**src/rtl/branch_predict_unit.sv**
```systemverilog
// rtl/branch_predict_unit.sv - RV32I branch resolution with a 2-bit BHT predictor
// Resolves branches/jumps in execute, predicts at fetch, trains the table, and counts outcomes.
module branch_predict_unit #(
  parameter int          XLEN        = 32,
  parameter int          BHT_ENTRIES = 16,
  parameter int          IDX_W       = $clog2(BHT_ENTRIES),
  parameter int          CNT_W       = 32,
  parameter logic [6:0]  BOP         = 7'h63,
  parameter logic [6:0]  JALOP       = 7'h6F,
  parameter logic [6:0]  JALROP      = 7'h67
) (
  input  logic             clk,
  input  logic             reset,
  input  logic [XLEN-1:0]  fetch_pc,
  output logic             pred_taken,
  input  logic             ex_valid,
  input  logic [XLEN-1:0]  ex_pc,
  input  logic [6:0]       opCode,
  input  logic [2:0]       funct3,
  input  logic [XLEN-1:0]  operand1,
  input  logic [XLEN-1:0]  operand2,
  input  logic             ex_pred_taken,
  output logic             PCsrc,
  output logic             mispredict,
  output logic [CNT_W-1:0] br_count,
  output logic [CNT_W-1:0] mispred_count
);

  logic [1:0]       bht_q [BHT_ENTRIES];
  logic [CNT_W-1:0] br_cnt_q, br_cnt_d;
  logic [CNT_W-1:0] mp_cnt_q, mp_cnt_d;

  logic [IDX_W-1:0] fetch_idx;
  logic [IDX_W-1:0] ex_idx;
  logic             is_branch;
  logic             is_jump;
  logic             is_ctrl;
  logic             br_taken;
  logic             taken;
  logic             train;
  logic [1:0]       ctr_d;

  // Word-aligned PC bits select the counter; no tag, so aliasing is allowed.
  assign fetch_idx  = fetch_pc[IDX_W+1:2];
  assign ex_idx     = ex_pc[IDX_W+1:2];
  assign pred_taken = bht_q[fetch_idx][1];

  always_comb begin
    br_taken = 1'b0;
    case (funct3)
      3'd0:    br_taken = (operand1 == operand2);
      3'd1:    br_taken = (operand1 != operand2);
      3'd4:    br_taken = ($signed(operand1) <  $signed(operand2));
      3'd5:    br_taken = ($signed(operand1) >= $signed(operand2));
      3'd6:    br_taken = (operand1 <  operand2);
      3'd7:    br_taken = (operand1 >= operand2);
      default: br_taken = 1'b0;
    endcase
  end

  assign is_branch = (opCode == BOP) && (funct3 != 3'd2) && (funct3 != 3'd3);
  assign is_jump   = (opCode == JALOP) || (opCode == JALROP);
  assign is_ctrl   = ex_valid && (is_branch || is_jump);
  assign taken     = is_jump || br_taken;
  assign train     = ex_valid && is_branch;

  assign PCsrc      = !reset && is_ctrl && taken;
  assign mispredict = !reset && is_ctrl && (taken != ex_pred_taken);

  always_comb begin
    ctr_d = bht_q[ex_idx];
    if (br_taken) begin
      if (bht_q[ex_idx] != 2'b11) ctr_d = bht_q[ex_idx] + 2'b01;
    end else begin
      if (bht_q[ex_idx] != 2'b00) ctr_d = bht_q[ex_idx] - 2'b01;
    end
  end

  always_comb begin
    br_cnt_d = br_cnt_q;
    mp_cnt_d = mp_cnt_q;
    if (is_ctrl && !(&br_cnt_q)) br_cnt_d = br_cnt_q + CNT_W'(1);
    if (mispredict && !(&mp_cnt_q)) mp_cnt_d = mp_cnt_q + CNT_W'(1);
  end

  always_ff @(posedge clk) begin
    if (reset) begin
      for (int i = 0; i < BHT_ENTRIES; i++) bht_q[i] <= 2'b01;
      br_cnt_q <= '0;
      mp_cnt_q <= '0;
    end else begin
      if (train) bht_q[ex_idx] <= ctr_d;
      br_cnt_q <= br_cnt_d;
      mp_cnt_q <= mp_cnt_d;
    end
  end

  assign br_count      = br_cnt_q;
  assign mispred_count = mp_cnt_q;

  logic unused_pc_bits;
  assign unused_pc_bits = ^{fetch_pc[XLEN-1:IDX_W+2], fetch_pc[1:0],
                            ex_pc[XLEN-1:IDX_W+2], ex_pc[1:0]};

endmodule

```
**config.mk**
```make
export PLATFORM = sky130hd
export DESIGN_NAME = branch_predict_unit
export DESIGN_NICKNAME = d
export VERILOG_FILES = /design/src/rtl/branch_predict_unit.sv
export SDC_FILE = /design/constraint.sdc
export NUM_CORES = 1
export LEC_CHECK = 0
export CAP_MARGIN = 25
export CORE_UTILIZATION = 42
export CTS_BUF_LIST = sky130_fd_sc_hd__clkbuf_8
export DETAILED_ROUTE_END_ITERATION = 16
export GPL_TIMING_DRIVEN = 0
export HOLD_SLACK_MARGIN = 0.02
export PLACE_DENSITY = 0.82
export SYNTH_ARGS = -nofsm -noshare
export SYNTH_HDL_FRONTEND = slang
export SYNTH_SLANG_ARGS = --single-unit
```
**constraint.sdc**
```tcl
create_clock -name clk -period 5.59 [get_ports clk]
set_input_delay 1.677 -clock clk [delete_from_list [all_inputs] [get_ports clk]]
set_output_delay 1.677 -clock clk [all_outputs]
set_load 0.05 [all_outputs]
```
Word level (Yosys, flattened, before mapping)
Memory sizes are Yosys's and may differ from the RTL's.
Index checks and enable logic that the tools add are counted.
Word-level totals
  bits in registers: 64
  memory bits (writable): 32
  memories: 1
Memory list
  bht_q: depth 16, bits a word 2, read ports 2, clocked after Yosys merged registers in 0, write ports 16, RTL line 29  | logic [1:0] bht_q [BHT_ENTRIES];
Cells by class
  $add $sub $neg: 4
  $lt $le $gt $ge: 4
  equality and inequality tests: 14
  muxes and demuxes: 12
  reduce and logical (&&, ||, !) cells: 20
Operators with widths (number)
  $add 32x1->32 const B: 2
  $ge 32x32->1: 2
  $lt 32x32->1: 2
  $reduce_and 32->1: 2
  $eq 32x32->1: 1
  $ne 32x32->1: 1
  $eq 7x7->1 const B: 3
  $eq 3x3->1 const B: 4
  $logic_and 1x1->1: 9
  $mux 2: 4
  $mux 1: 6
  $ne 3x2->1 const B: 2
  $pmux 1 s6: 1
  $mux 4: 1
  $eq 3x1->1 const B: 1
  $logic_not 1->1: 3
  $logic_not 3->1: 1
  $logic_or 1x1->1: 3
  $add 2x1->2 const B: 1
  $ne 2x2->1 const B: 1
  $reduce_bool 2->1: 1
  $reduce_or 2->1: 1
  $sub 2x1->2 const B: 1
  $ne 1x1->1: 1

Depth between registers and ports, before layout
  depth in word-level cells: 9
  depth in mapped cells: 13

Worst setup path before layout
Ideal clock, no wire load.
  path kind: input to output
  start point: in operand2[31]
  end point: out PCsrc
  arrival: 4.121 ns
  required time: 3.913 ns
  slack: -0.208 ns
  cell stages on the path: 9
  cells stage by stage: inv_1 > ha_1 > nand4_2 > nor4_1 > nand2_1 > o211ai_2 > mux2_4 > a21o_1 > a21oi_1
Between the ends
  word-level cells in the longest chain between the ends: 4
Ends and longest elaborated chain
  start: declaration: RTL line 21  | input logic [XLEN-1:0] operand2,
  $ge 32x32->1 (tied with other cells): RTL line 56  | 3'd7: br_taken = (operand1 >= operand2);
  $pmux 1 s6 (*): RTL line 50  | case (funct3)
  $logic_or 1x1->1 (*): RTL line 64  | assign taken = is_jump || br_taken;
  $logic_and 1x1->1 (*): RTL line 67  | assign PCsrc = !reset && is_ctrl && taken;
  end: declaration: RTL line 23  | output logic PCsrc,
Mark *: on every way between the ends. The rest lies on a longest branch, timed or not.

Worst setup path after layout
  start point: in operand1[27]
  end point: out mispredict
Between the ends
  word-level cells in the longest chain between the ends: 5
Ends and longest elaborated chain
  start: declaration: RTL line 20  | input logic [XLEN-1:0] operand1,
  $ge 32x32->1 (tied with other cells): RTL line 56
  $pmux 1 s6 (*): RTL line 50
  $logic_or 1x1->1 (*): RTL line 64
  $ne 1x1->1 (*): RTL line 68  | assign mispredict = !reset && is_ctrl && (taken != ex_pred_taken);
  $logic_and 1x1->1 (*): RTL line 68
  end: declaration: RTL line 24  | output logic mispredict,
Marked as above.

==> results by group <==
Outcome
  – Outcome: finished, violations left
  – Failing checks: setup timing

Synth
  – Syn nets: 833
  – Asr flop ratio synth: 0%
  – Register bit total from synthesis: 96
  – EDFF count, synth: 32
  – Synth top cells by count: nor2_1 (78), dfxtp_1 (64), nand2_1 (55)
  – Post-synthesis sequential area ratio: 38.00%
  – Post-Syn Area: 0.005901 mm2
  – Dominant cell type by area after synthesis: dfxtp_1
  – Syn_area_per_cell: 8.981 um2
  – Synth Flop Type: dfxtp_1
  – Most common cell in the netlist: nor2_1
  – Yosys warns: 0
  – Cell count after synthesis: 657
  – Top post-synthesis cells by area: dfxtp_1 (22%), edfxtp_1 (16%), ha_1 (7.2%)
  – Synth cell types: 62
  – Top-area cell type share of the netlist area: 21.71%

Power and ir drop
  – Switch Pwr: 0.0003886 W
  – Max VDD drop: 0.2695 mV
  – Net Sw Frac: 26.99%
  – Flop pwr share: 50.3%
  – Pwr dens: 174.6 mW/mm2
  – Logic pwr share: 16.3%
  – Clock network power share: 33.3%
  – Leak Pwr: 3.001 nW
  – Internal power: 0.001051 W

CTS
  – Clk sink count: 96
  – Total CTS buffers: 9
  – CTS tree: built
  – Maximum root-to-sink buffer count: 2
  – H-Tree Level Count: 3
  – Clock root buffer master: clkbuf_8
  – Clock transition at path regs: 0.09 ns
  – Clock Latency Late Sink: 0.38 ns
  – Cts-stage hold buffer count: 0

Drt
  – Via density per instance: 5.382
  – DRT iter0 DRCs: 358
  – Wire per inst: 15.72 um
  – Routed Antenna Nets: 0
  – Detailed Route WL: 15990 um
  – DRC errors left: 0
  – Via count: 5474
  – TritonRoute pass-1 iters: 6

Die
  – Die Width: 120.5 um
  – Core area: 0.01345 mm2
  – IO Count: 209
  – Die H: 120.5 um
  – Die area: 0.01453 mm2
  – Site Rows: 42
  – Starting Density: 43.86%

Setup path
  – Worst Setup Path Type: input pin to output pin
  – Crit path capture: mispredict
  – Arrival time worst endpoint: 4.15 ns
  – Critical R2R Capture: mispred_count[26]
  – Critical Path Start: operand1[27]
  – R2r startpoint: mispred_count[5]
  – Crit-path max FO: 3
  – WP data required: 3.91 ns
  – Worst setup EP type: output pin
  – Flop-to-flop setup slack: 2.37 ns
  – Setup crit start kind: input pin
  – Worst reg2reg path depth: 11

GRT
  – Initial antenna violation count: 0
  – GRT Util Overall: 22.30%
  – Pin count of the biggest net entering global routing: 18
  – Gr ovfl total: 0
  – Global-route wire length before repair: 25610 um
  – Vias in the first global route: 5257

Timing
  – Slew HR: 43.51%
  – Final hold viol count: 0
  – Crit share post-route: 104.2%
  – Setup ws final: -0.2338 ns
  – Endpoints failing setup: 2
  – Final min period: 5.824 ns
  – Max Fclk: 171.7 MHz
  – Clk_skew: 0.008847 ns
  – Worst-Margin Slew: 0.8396 ns
  – RSZ-0062 raised after global routing: true
  – Final max-slew violation count: 0

Placed design
  – Placed instance count: 984
  – Setup WS pre-CTS: -1.503 ns
  – RD Place Congestion: 0.8568
  – Placed wire-length estimate: 11220 um
  – Placed Area: 0.007636 mm2
  – PortBufs: 151

Cells and area
  – Area Growth Syn to Fin: 39.78%
  – Final core occ: 61.31%
  – Post-route cell area: 0.008248 mm2
  – # nets final: 1012
  – Proportion of layout cells with a drive suffix above 1: 21.17%
  – Antenna fix cells: 0
  – Non-filler cells, final: 1017

Worst hold path
  – Hold Path Class: flop to flop

Flow run
  – Max-cap violations: 0
==> sequential cells by signal, summed over array words and instances, names as in the netlist <==
| name | flops |
|---|---|
| bht_q | 32 |
| br_count | 32 |
| mispred_count | 32 |
==> critical path: stages <==
cell and delay (ns):
clkbuf_2 0.10, ha_4 0.28, nand4_1 0.15, buf_4 0.18, nor4_4 0.31, nand2_2 0.08
o211ai_2 0.18, mux2_4 0.34, buf_6 0.12, o41ai_4 0.39, nor2_4 0.09, inv_2 0.09
buf_8 0.14
==> metrics by stage <==
step / hold WS, ns / total power [W] / setup TNS [ns]
floorplan: 0.6987 / 0.0008437 / 0
global placement: 0.4789 / 0.0009342 / -2.692
detailed placement: 0.4883 / 0.0009391 / -2.782
CTS: 0.5108 / 0.001435 / -0.1519
global route: 0.5389 / 0.001501 / -0.4808
finish: 0.5150 / 0.001440 / -0.2462
==> metal layers <==
layer  GRT usage [%]  routed length [um]  vias up  part of all wire (%)
met1           27.35                6760     2566                    42
met3           4.764                1115       18                   7.0
met4           6.173                 205        0                   1.3
met2           39.26                7909      183                    49
li1                -                   -     2707                     -
met5               0                   0        -                     0
==> cells by family after synthesis <==
| kind of cell | Yosys count | share of synthesized area (%) |
|---|---|---|
| compound gates | 78 | 8.822 |
| xor+xnor | 31 | 4.601 |
| fa+ha+maj | 36 | 7.549 |
| buf+inv | 74 | 5.046 |
| flops | 96 | 38.00 |
| mux | 35 | 9.351 |
| simple gates | 307 | 26.63 |
==> cell type report <==
type / count / area [um2]
Sequential cell: 96 / 2242
Tap cell: 176 / 220.2
Timing Repair Buffer: 168 / 1528
Buffer: 31 / 136.4
Fill cell: 1179 / 5205
Clock inverter: 7 / 77.57
Inverter: 43 / 163.9
Multi-Input combinational cell: 487 / 3756
Clock buffer: 9 / 123.9
==> power groups by stage <==
stage          Clock (W)  Combinational [W]  Sequential [W]
3_5_place_dp           0           0.000198        0.000741
2_1_floorplan          0           0.000104        0.000740
6_report        0.000480           0.000235        0.000724
4_1_cts         0.000486           0.000224        0.000725
3_3_place_gp           0           0.000194        0.000740
5_1_grt         0.000518           0.000258        0.000725
==> cell usage in the layout (no fill, tap or decap), drive strengths merged, types with 3 or more instances in the layout <==
cell type	netlist	final
o211ai	3	3
or2	4	4
clkdlybuf4s15	0	8
nor2b	18	18
buf	8	48
a21oi	25	25
and4	5	5
dfxtp	64	64
o41ai	3	3
clkdlybuf4s50	0	87
nand2	55	55
edfxtp	32	32
ha	34	34
dlygate4sd2	0	30
nor3	29	29
nor4	16	16
mux2i	3	3
xor2	26	26
nand2b	4	4
nand4	19	19
clkbuf	23	35
nand3	39	39
mux2	18	18
and3	14	14
or3	10	10
or4	3	3
mux4	14	14
xnor2	5	5
a21o	5	5
o21ai	25	25
nor2	79	79
inv	43	46
and2	6	6
==> how the worst min path moves through the flow <==
stage,from,end,slack (ns),cells past startpoint
finish,br_count[1],br_count[1],0.52,2
global route,br_count[1],br_count[1],0.54,2
CTS,br_count[1],br_count[1],0.51,2
detailed placement,br_count[1],br_count[1],0.49,2
global placement,br_count[1],br_count[1],0.48,2
floorplan,br_count[1],br_count[1],0.70,2
==> what timing repair did <==
action,4_1_cts,5_1_grt
buffers inserted,13,4
resized for setup,206,18
endpoints found under the setup margin,3,2
pin swaps,56,12
Note: power is estimated with default switching activity, not from simulation.
